<file path="src/rtl/product_accumulator_if.sv">
// Handshake bundle between the multiplier-side producer, the accumulator and its result consumer.
// master drives products and result_ready; slave is the accumulator.
interface product_accumulator_if #(
  parameter int unsigned PRODUCT_WIDTH = 16,
  parameter int unsigned ACC_WIDTH     = 24,
  parameter int unsigned COUNT_WIDTH   = 4
);
  logic                     clear;
  logic [PRODUCT_WIDTH-1:0] product;
  logic                     product_valid;
  logic                     product_ready;
  logic [ACC_WIDTH-1:0]     result;
  logic                     result_valid;
  logic                     result_ready;
  logic                     overflow;
  logic [COUNT_WIDTH-1:0]   sample_count;

  modport master (
    output clear, product, product_valid, result_ready,
    input  product_ready, result, result_valid, overflow, sample_count
  );

  modport slave (
    input  clear, product, product_valid, result_ready,
    output product_ready, result, result_valid, overflow, sample_count
  );
endinterface

</file>
<file path="src/rtl/product_accumulator.sv">
// Sums FRAME_LENGTH consecutive unsigned products into a registered frame result
// with a per-frame wrap flag; valid/ready on both the product and result sides.
module product_accumulator #(
  parameter int unsigned PRODUCT_WIDTH = 16,
  parameter int unsigned ACC_WIDTH     = 24,
  parameter int unsigned FRAME_LENGTH  = 8,
  parameter int unsigned COUNT_WIDTH   = 4
) (
  input logic                  clk,
  input logic                  rst_n,
  product_accumulator_if.slave bus
);
  localparam logic [COUNT_WIDTH-1:0] LastCount = COUNT_WIDTH'(FRAME_LENGTH - 1);

  logic [ACC_WIDTH-1:0]   acc_q, acc_d;
  logic [COUNT_WIDTH-1:0] count_q, count_d;
  logic                   frame_ovf_q, frame_ovf_d;
  logic [ACC_WIDTH-1:0]   result_q, result_d;
  logic                   result_ovf_q, result_ovf_d;
  logic                   result_valid_q, result_valid_d;

  logic                   product_ready;
  logic                   accept;
  logic                   last;
  logic                   consume;
  logic [ACC_WIDTH:0]     sum;

  // Stall only while a finished result is held and downstream refuses it.
  assign product_ready = ~(result_valid_q & ~bus.result_ready);
  assign accept        = bus.product_valid & product_ready & ~bus.clear;
  assign last          = (count_q == LastCount);
  assign consume       = result_valid_q & bus.result_ready;
  // Top bit is the carry out of the accumulator width.
  assign sum           = {1'b0, acc_q} + (ACC_WIDTH + 1)'(bus.product);

  always_comb begin
    acc_d          = acc_q;
    count_d        = count_q;
    frame_ovf_d    = frame_ovf_q;
    result_d       = result_q;
    result_ovf_d   = result_ovf_q;
    result_valid_d = result_valid_q & ~consume;

    if (bus.clear) begin
      acc_d       = '0;
      count_d     = '0;
      frame_ovf_d = 1'b0;
    end else if (accept) begin
      if (last) begin
        result_d       = sum[ACC_WIDTH-1:0];
        result_ovf_d   = frame_ovf_q | sum[ACC_WIDTH];
        result_valid_d = 1'b1;
        acc_d          = '0;
        count_d        = '0;
        frame_ovf_d    = 1'b0;
      end else begin
        acc_d       = sum[ACC_WIDTH-1:0];
        count_d     = count_q + COUNT_WIDTH'(1);
        frame_ovf_d = frame_ovf_q | sum[ACC_WIDTH];
      end
    end
  end

  always_ff @(posedge clk or negedge rst_n) begin
    if (!rst_n) begin
      acc_q          <= '0;
      count_q        <= '0;
      frame_ovf_q    <= 1'b0;
      result_q       <= '0;
      result_ovf_q   <= 1'b0;
      result_valid_q <= 1'b0;
    end else begin
      acc_q          <= acc_d;
      count_q        <= count_d;
      frame_ovf_q    <= frame_ovf_d;
      result_q       <= result_d;
      result_ovf_q   <= result_ovf_d;
      result_valid_q <= result_valid_d;
    end
  end

  assign bus.product_ready = product_ready;
  assign bus.result        = result_q;
  assign bus.result_valid  = result_valid_q;
  assign bus.overflow      = result_ovf_q;
  assign bus.sample_count  = count_q;
endmodule

</file>
<file path="src/flat_wrapper.sv">
// flat-port wrapper written by rule: the top's interface ports become plain ports
module product_accumulator_flat 
#(
  parameter int unsigned PRODUCT_WIDTH = 16,
  parameter int unsigned ACC_WIDTH     = 24,
  parameter int unsigned FRAME_LENGTH  = 8,
  parameter int unsigned COUNT_WIDTH   = 4
)
  (clk, rst_n, bus_clear, bus_product, bus_product_valid, bus_result_ready, bus_product_ready, bus_result, bus_result_valid, bus_overflow, bus_sample_count);
  product_accumulator_if #(.PRODUCT_WIDTH(PRODUCT_WIDTH), .ACC_WIDTH(ACC_WIDTH), .COUNT_WIDTH(COUNT_WIDTH)) bus_i ();
  input logic clk;
  input logic rst_n;
  input wire logic [$bits(bus_i.clear)-1:0] bus_clear;
  input wire logic [$bits(bus_i.product)-1:0] bus_product;
  input wire logic [$bits(bus_i.product_valid)-1:0] bus_product_valid;
  input wire logic [$bits(bus_i.result_ready)-1:0] bus_result_ready;
  output wire logic [$bits(bus_i.product_ready)-1:0] bus_product_ready;
  output wire logic [$bits(bus_i.result)-1:0] bus_result;
  output wire logic [$bits(bus_i.result_valid)-1:0] bus_result_valid;
  output wire logic [$bits(bus_i.overflow)-1:0] bus_overflow;
  output wire logic [$bits(bus_i.sample_count)-1:0] bus_sample_count;
  assign bus_i.clear = bus_clear;
  assign bus_i.product = bus_product;
  assign bus_i.product_valid = bus_product_valid;
  assign bus_i.result_ready = bus_result_ready;
  assign bus_product_ready = bus_i.product_ready;
  assign bus_result = bus_i.result;
  assign bus_result_valid = bus_i.result_valid;
  assign bus_overflow = bus_i.overflow;
  assign bus_sample_count = bus_i.sample_count;
  product_accumulator #(.PRODUCT_WIDTH(PRODUCT_WIDTH), .ACC_WIDTH(ACC_WIDTH), .FRAME_LENGTH(FRAME_LENGTH), .COUNT_WIDTH(COUNT_WIDTH)) u_core (.clk(clk), .rst_n(rst_n), .bus(bus_i));
endmodule
</file>
<file path="config.mk">
export PLATFORM = sky130hd
export DESIGN_NAME = product_accumulator_flat
export DESIGN_NICKNAME = d
export VERILOG_FILES = /design/src/rtl/product_accumulator_if.sv /design/src/rtl/product_accumulator.sv /design/src/flat_wrapper.sv
export SDC_FILE = /design/constraint.sdc
export NUM_CORES = 1
export LEC_CHECK = 0
export CAP_MARGIN = 0
export CELL_PAD_IN_SITES_DETAIL_PLACEMENT = 0
export CELL_PAD_IN_SITES_GLOBAL_PLACEMENT = 1
export CORE_MARGIN = 5
export CORE_UTILIZATION = 42
export CTS_BUF_LIST = sky130_fd_sc_hd__clkbuf_8
export CTS_CLUSTER_DIAMETER = 60
export CTS_CLUSTER_SIZE = 24
export DETAILED_ROUTE_END_ITERATION = 7
export GPL_TIMING_DRIVEN = 0
export PLACE_DENSITY = 0.88
export SETUP_SLACK_MARGIN = 0.05
export SYNTH_ARGS = -nofsm -noshare
export SYNTH_HDL_FRONTEND = slang
export SYNTH_SLANG_ARGS = --single-unit
</file>
<file path="constraint.sdc">
create_clock -name clk -period 2.7 [get_ports clk]
set_clock_uncertainty 0.15 [all_clocks]
set_input_delay 0.405 -clock clk [delete_from_list [all_inputs] [get_ports clk]]
set_output_delay 0.405 -clock clk [all_outputs]
set_load 0.005 [all_outputs]
</file>
; ---- Yosys cells after proc, flatten, opt, wreduce, memory -nomap -nowiden
; Cells that the tools add are included.
[classes]
magnitude_cmp = 0
div_mod_pow = 0
mul = 0
addsub = 2
mux = 12
n_eq_ne = 1
bitwise = 10
n_reduce_logical = 2
shift = 0
[ops]
columns = operator, count
row1 = $mux 24, 3
row2 = $add 24x16->25, 1
row3 = $mux 4, 3
row4 = $mux 1, 6
row5 = $and 1x1->1, 5
row6 = $add 4x1->4 const B, 1
row7 = $eq 4x3->1 const B, 1
row8 = $not 1->1, 4
row9 = $reduce_and 3->1, 1
row10 = $reduce_bool 2->1, 1
row11 = $or 1x1->1, 1
[word_totals]
out_inout_bits = 31
latch_bits = 0
memories = 0
ff_bits = 55
rom_bits = 0
mem_bits_rw = 0

; ---- Depth between registers and ports, before layout
[depth]
word_depth = 7
mapped_depth = 10
mapped_depth_nobuf = 10

; ---- Worst setup path before layout
; Ideal clock, no wire load.
[synth_timing]
path_type = input to register
from = input bus_product[0]
to = register u_core.acc_q[20]
slack_ns = 0.175
stages = 10
n_path_buf = 0
t_arrival_ns = 2.299
t_required_ns = 2.474
cell_sequence = ha_1 > inv_1 > fa_1 > and2b_1 > o2111ai_1 > a211oi_2 > o21ai_1 > a21o_1 > or3_1 > o21ai_1
[synth_via]
elab_chain_len = 4
[synth_lines]
columns = element, line_no
row1 = start: declaration, flat_wrapper.sv:14  ; input wire logic [$bits(bus_i.product)-1:0] bus_product;
row2 = $add 24x16->25, product_accumulator.sv:34  ; assign sum = {1'b0, acc_q} + (ACC_WIDTH + 1)'(bus.product);
row3 = $mux 24, product_accumulator.sv:49  ; if (last) begin
row4 = $mux 24, product_accumulator.sv:48  ; end else if (accept) begin
row5 = $mux 24, product_accumulator.sv:44  ; if (bus.clear) begin
row6 = end signal: assignment, product_accumulator.sv:66  ; acc_q <= '0;
row7 = end signal: assignment, product_accumulator.sv:73  ; acc_q <= acc_d;
row8 = end: declaration, product_accumulator.sv:15  ; logic [ACC_WIDTH-1:0] acc_q, acc_d;
; Every way passes these cells. The select of a mux whose other input is x is not followed.
; A chain may end at the register's enable or synchronous reset.

; ---- Worst setup path after layout
[layout_timing]
from = register u_core.acc_q[0]
to = register u_core.acc_q[20]
[layout_via]
elab_chain_len = 4
[layout_lines]
columns = element, line_no
row1 = $add 24x16->25, product_accumulator.sv:34
row2 = $mux 24, product_accumulator.sv:49
row3 = $mux 24, product_accumulator.sv:48
row4 = $mux 24, product_accumulator.sv:44
; Every way passes these cells. The select of a mux whose other input is x is not followed.

==> metrics list <==
- The flow ran to the end, and the final reports show no timing, DRC or antenna violations.
* Number of instances in the synthesized netlist: 366
- Internal Pwr Total: 1.43 mW
- X dimension of the die: 98.4 µm
- CTS H-tree depth: 2
- Relative slew margins: 53.0%
- Post-Synth Simple-Gate Area: 17.4%
- The first detailed-routing pass took 4 iterations.
- Final Hold Vio Count: 0
- Of the total synthesized cell area, the portion taken by XOR and XNOR cells is 5.07%.
* CTS tree: yes
- Pre-CTS setup slack: -559 ps
- Synth warnings: 0
* Max-slew violations: 0
- By area the synthesized netlist is led by dfrtp_1 (42%), nand2_1 (7.5%), ha_1 (6.5%), a21oi_1 (4.1%), a22o_1 (3.2%).
* Ratio of cells with drive above 1 in the final layout: 13.3%
* Largest vdd supply drop: 0.209 mV
- Share of power burned in the clock network: 27.2%
- Dominant register cell in the synthesized netlist: dfrtp_1
- Number of instances on the worst hold path: 2
- 0 antenna diodes ended up in the layout.
- Clock tree synthesis selected as its root buffer the cell clkbuf_8.
- First-pass GRT wire length: 13.9 mm
- Worst R2R Path Depth: 10
* Required time worst endpoint: 2800 ps
- Max stage delay cell, worst path: or3_1
- Transition time at the pin with the least slew margin: 704 ps
* Type of element launching the critical path: flop
* Post-synthesis sequential element count: 55
- Fin worst setup slack: 65.3 ps
- After detailed routing, the number of remaining DRC violations is 0.
- Of the post-synthesis cell area, the part taken by muxes is 1.30%.
* GPL Wtd Cong: 0.846
- The floorplan step set the die height to 98.4 µm.
- Max Buffers Root-to-Sink: 2
* Time the final worst path needs with I/O delays and setup: 2630 ps
- In this run the core area contains 32 standard-cell rows.
- Total global-route track usage: 17.4%
- Highest cell delay on the worst timing path: 380 ps
- In this run the cell area measured after placement is 0.00394 mm².
- Final worst-path cycle share: 97.6%
- Syn Nets: 405
- The HPWL after detailed placement is 6.14 mm.
- In this run the power spent charging and discharging nets is 0.698 mW.
- Hold timing on the final database bottoms out at a slack of 337 ps.
- Dividing the detail-routed wire length by the instance count gives 15.7 µm.
- Compared with the post-synthesis result, the final layout area differs by 28.0%.
* Post-synthesis compound-gate area fraction: 23.4%
- STA classifies the critical path endpoint as a flop.
- The region available for standard cell placement spans 0.00769 mm².
- Commonest cells in the synthesized netlist: nand2_1 (66), dfrtp_1 (55), a21oi_1 (27), nor2_1 (21)
- Dividing the synthesized area by the synthesized cell count gives 8.97 µm².
- Setup repair after global routing missed its margin: yes
- Antenna violation net count after detailed routing: 0
* Routed WL: 8.46 mm
- The floorplan step defined a die boundary enclosing 0.00969 mm².
* Global route overflow: 0
* Utilization after layout: 54.7%
- For this design the static power due to leakage is 1.87 nW.
* Slack of the worst reg-to-reg path: 70 ps
* Most area-hungry cell type in the Yosys netlist: dfrtp_1
- # nets final: 474
* Combinational Power Share: 30.2%
- Final Cell Area: 0.00420 mm²
- After the first detailed-routing iteration, the DRC count stood at 112.
- Total power per unit cell area: 506 mW/mm²
* Most numerous cell in the Yosys netlist: nand2_1
* Switching portion of total power: 32.8%
- Classification of the worst setup path: flop to flop
- Worst EP arrival: 2730 ps
- Total via count in the routed design: 2934
- After clock tree synthesis, the clock-pin slew on the worst setup and hold paths is 110 ps.
- Entering global routing, the biggest net connects 40 pins.
* Area share of the largest cell type after synthesis: 41.9%
- Fraction of registers with async set or reset after synthesis: 100%
- The netlist uses 52 different library cells.
- Io pins: 52
- For this run, the register share of the synthesized area comes to 41.9%.
- Max Cap Violations: 0
- Highest attainable clock frequency: 380 MHz
- Of all nets on the critical path, the largest fanout is 5.
- Number of enable flip-flop cells after synthesis: 0
- Final setup TNS: 0 ps
- Setup violations remaining at the end of the flow were counted as 0.
- The initial antenna violation count came to 0.
- Fill cell total of the finished layout: 759
* Number of global-route vias before repair: 2825
- After detailed routing, the number of vias per cell comes to 5.45.
- Starting utilization of the core area: 42.7%
- Combinational family with the most area after synthesis: compound AO/OA/AOI/OAI gates
- The min-delay analysis places its worst path in the category flop to flop.
- The signal on the critical path passes through ha_2 > inv_2 > fa_2 > and2b_2 > o2111ai_4 > a211oi_2 > o21ai_2 > a21o_1 > or3_1 > o21ai_1.
- Clock tree sinks: 55
* Synth Area in Adders: 7.09%
- Share of total power in sequential cells: 42.6%
- The mapped netlist covers 0.00328 mm².
- Clock buffers created by TritonCTS: 5
* Port Buffer Count: 51
* Clock latency at the later pin of the worst-skew pair: 310 ps
routing by layer:
metal  routed length [µm]  GRT usage (%)  vias to the layer above  part of all wire, %
li1                     -              -                     1441                    -
met1                 4090           24.9                     1425                   48
met2                 3960           28.4                       60                   47
met3                  315           2.62                        8                  3.7
met4                   99           3.26                        0                  1.2
met5                    0              0                        -                    0
critical path, delay by kind of cell (launching register included):
family	cells	cell delay [ps]
simple gates	2	630
compound gates	5	850
fa+ha+maj	2	530
flops	1	370
buf+inv	1	40
per-stage QoR:
stage	power [mW]	std cells
global route	2.25	538
CTS	2.12	531
global placement	1.51	519
floorplan	1.35	366
detailed placement	1.53	520
finish	2.13	538
cells by family (layout without fill, tap and decap cells):
family	count (synthesis)	in the layout
buffers and inverters	30	100
flip-flops	55	55
multiplexers	4	4
AO/OA/AOI/OAI	112	112
XOR/XNOR	19	19
AND/OR/NAND/NOR	128	128
adder cells (fa/ha/maj)	18	18
power groups by stage:
stage               Combinational, mW  Sequential, mW  Clock, mW
global placement                0.593           0.921          0
detailed placement              0.603           0.922          0
finish                          0.643           0.906      0.578
CTS                             0.621           0.906      0.591
floorplan                       0.435           0.917          0
global route                    0.717           0.912      0.625
state kept, by name, summed over array words and instances, names as in the netlist:
| register | cells |
|---|---|
| u_core.bus.result_valid | 1 |
| u_core.bus.result | 24 |
| u_core.bus.sample_count | 4 |
| u_core.bus.overflow | 1 |
| u_core.acc_q | 24 |
| u_core.frame_ovf_q | 1 |
final timing paths:
check | startpoint | to
worst min-delay path | u_core.bus.result[11]$_DFFE_PN0P_ | u_core.bus.result[11]$_DFFE_PN0P_
worst max register to register | u_core.acc_q[0]$_DFFE_PN0P_ | u_core.acc_q[20]$_DFFE_PN0P_
max in group asynchronous | rst_n | u_core.bus.sample_count[2]$_DFFE_PN0P_
worst max-delay path | u_core.acc_q[0]$_DFFE_PN0P_ | u_core.acc_q[20]$_DFFE_PN0P_
worst min register to register | u_core.bus.result[11]$_DFFE_PN0P_ | u_core.bus.result[11]$_DFFE_PN0P_
min in group asynchronous | rst_n | u_core.acc_q[15]$_DFFE_PN0P_
placed cells by master (no fill, tap or decap), types with 4 or more instances in the layout:
cell type / count
a21o_1: 7
a21oi_1: 24
a21oi_2: 5
a22o_1: 12
a31oi_1: 4
and3_1: 5
buf_2: 9
buf_4: 10
clkbuf_1: 9
clkbuf_8: 5
clkdlybuf4s50_1: 48
dfrtp_1: 55
ha_1: 14
inv_1: 9
nand2_1: 66
nand3_1: 10
nand4_1: 7
nor2_1: 21
o21ai_0: 17
o21ai_1: 12
o21ai_2: 4
o31ai_1: 4
or3_1: 5
xnor2_1: 10
xor2_1: 9
what timing repair did:
item,in CTS,in global routing
pin swaps,6,8
setup buffers,2,7
hold buffers,1,0
endpoints found under the hold margin,16,0
resized for setup,9,14
endpoints found under the setup margin,11,27
cloned,0,0
cell type report:
type,instances,area [µm²],share of cell area (%)
timing repair buffer,62,604,14.4
clock buffer,5,68.8,1.64
sequential,55,1380,32.7
buffer,20,90.1,2.14
multi-input combinational,281,1850,44.1
inverter,10,37.5,0.893
tap,102,128,3.04
clock inverter,3,46.3,1.10
Power figures use the tool's default switching activity.
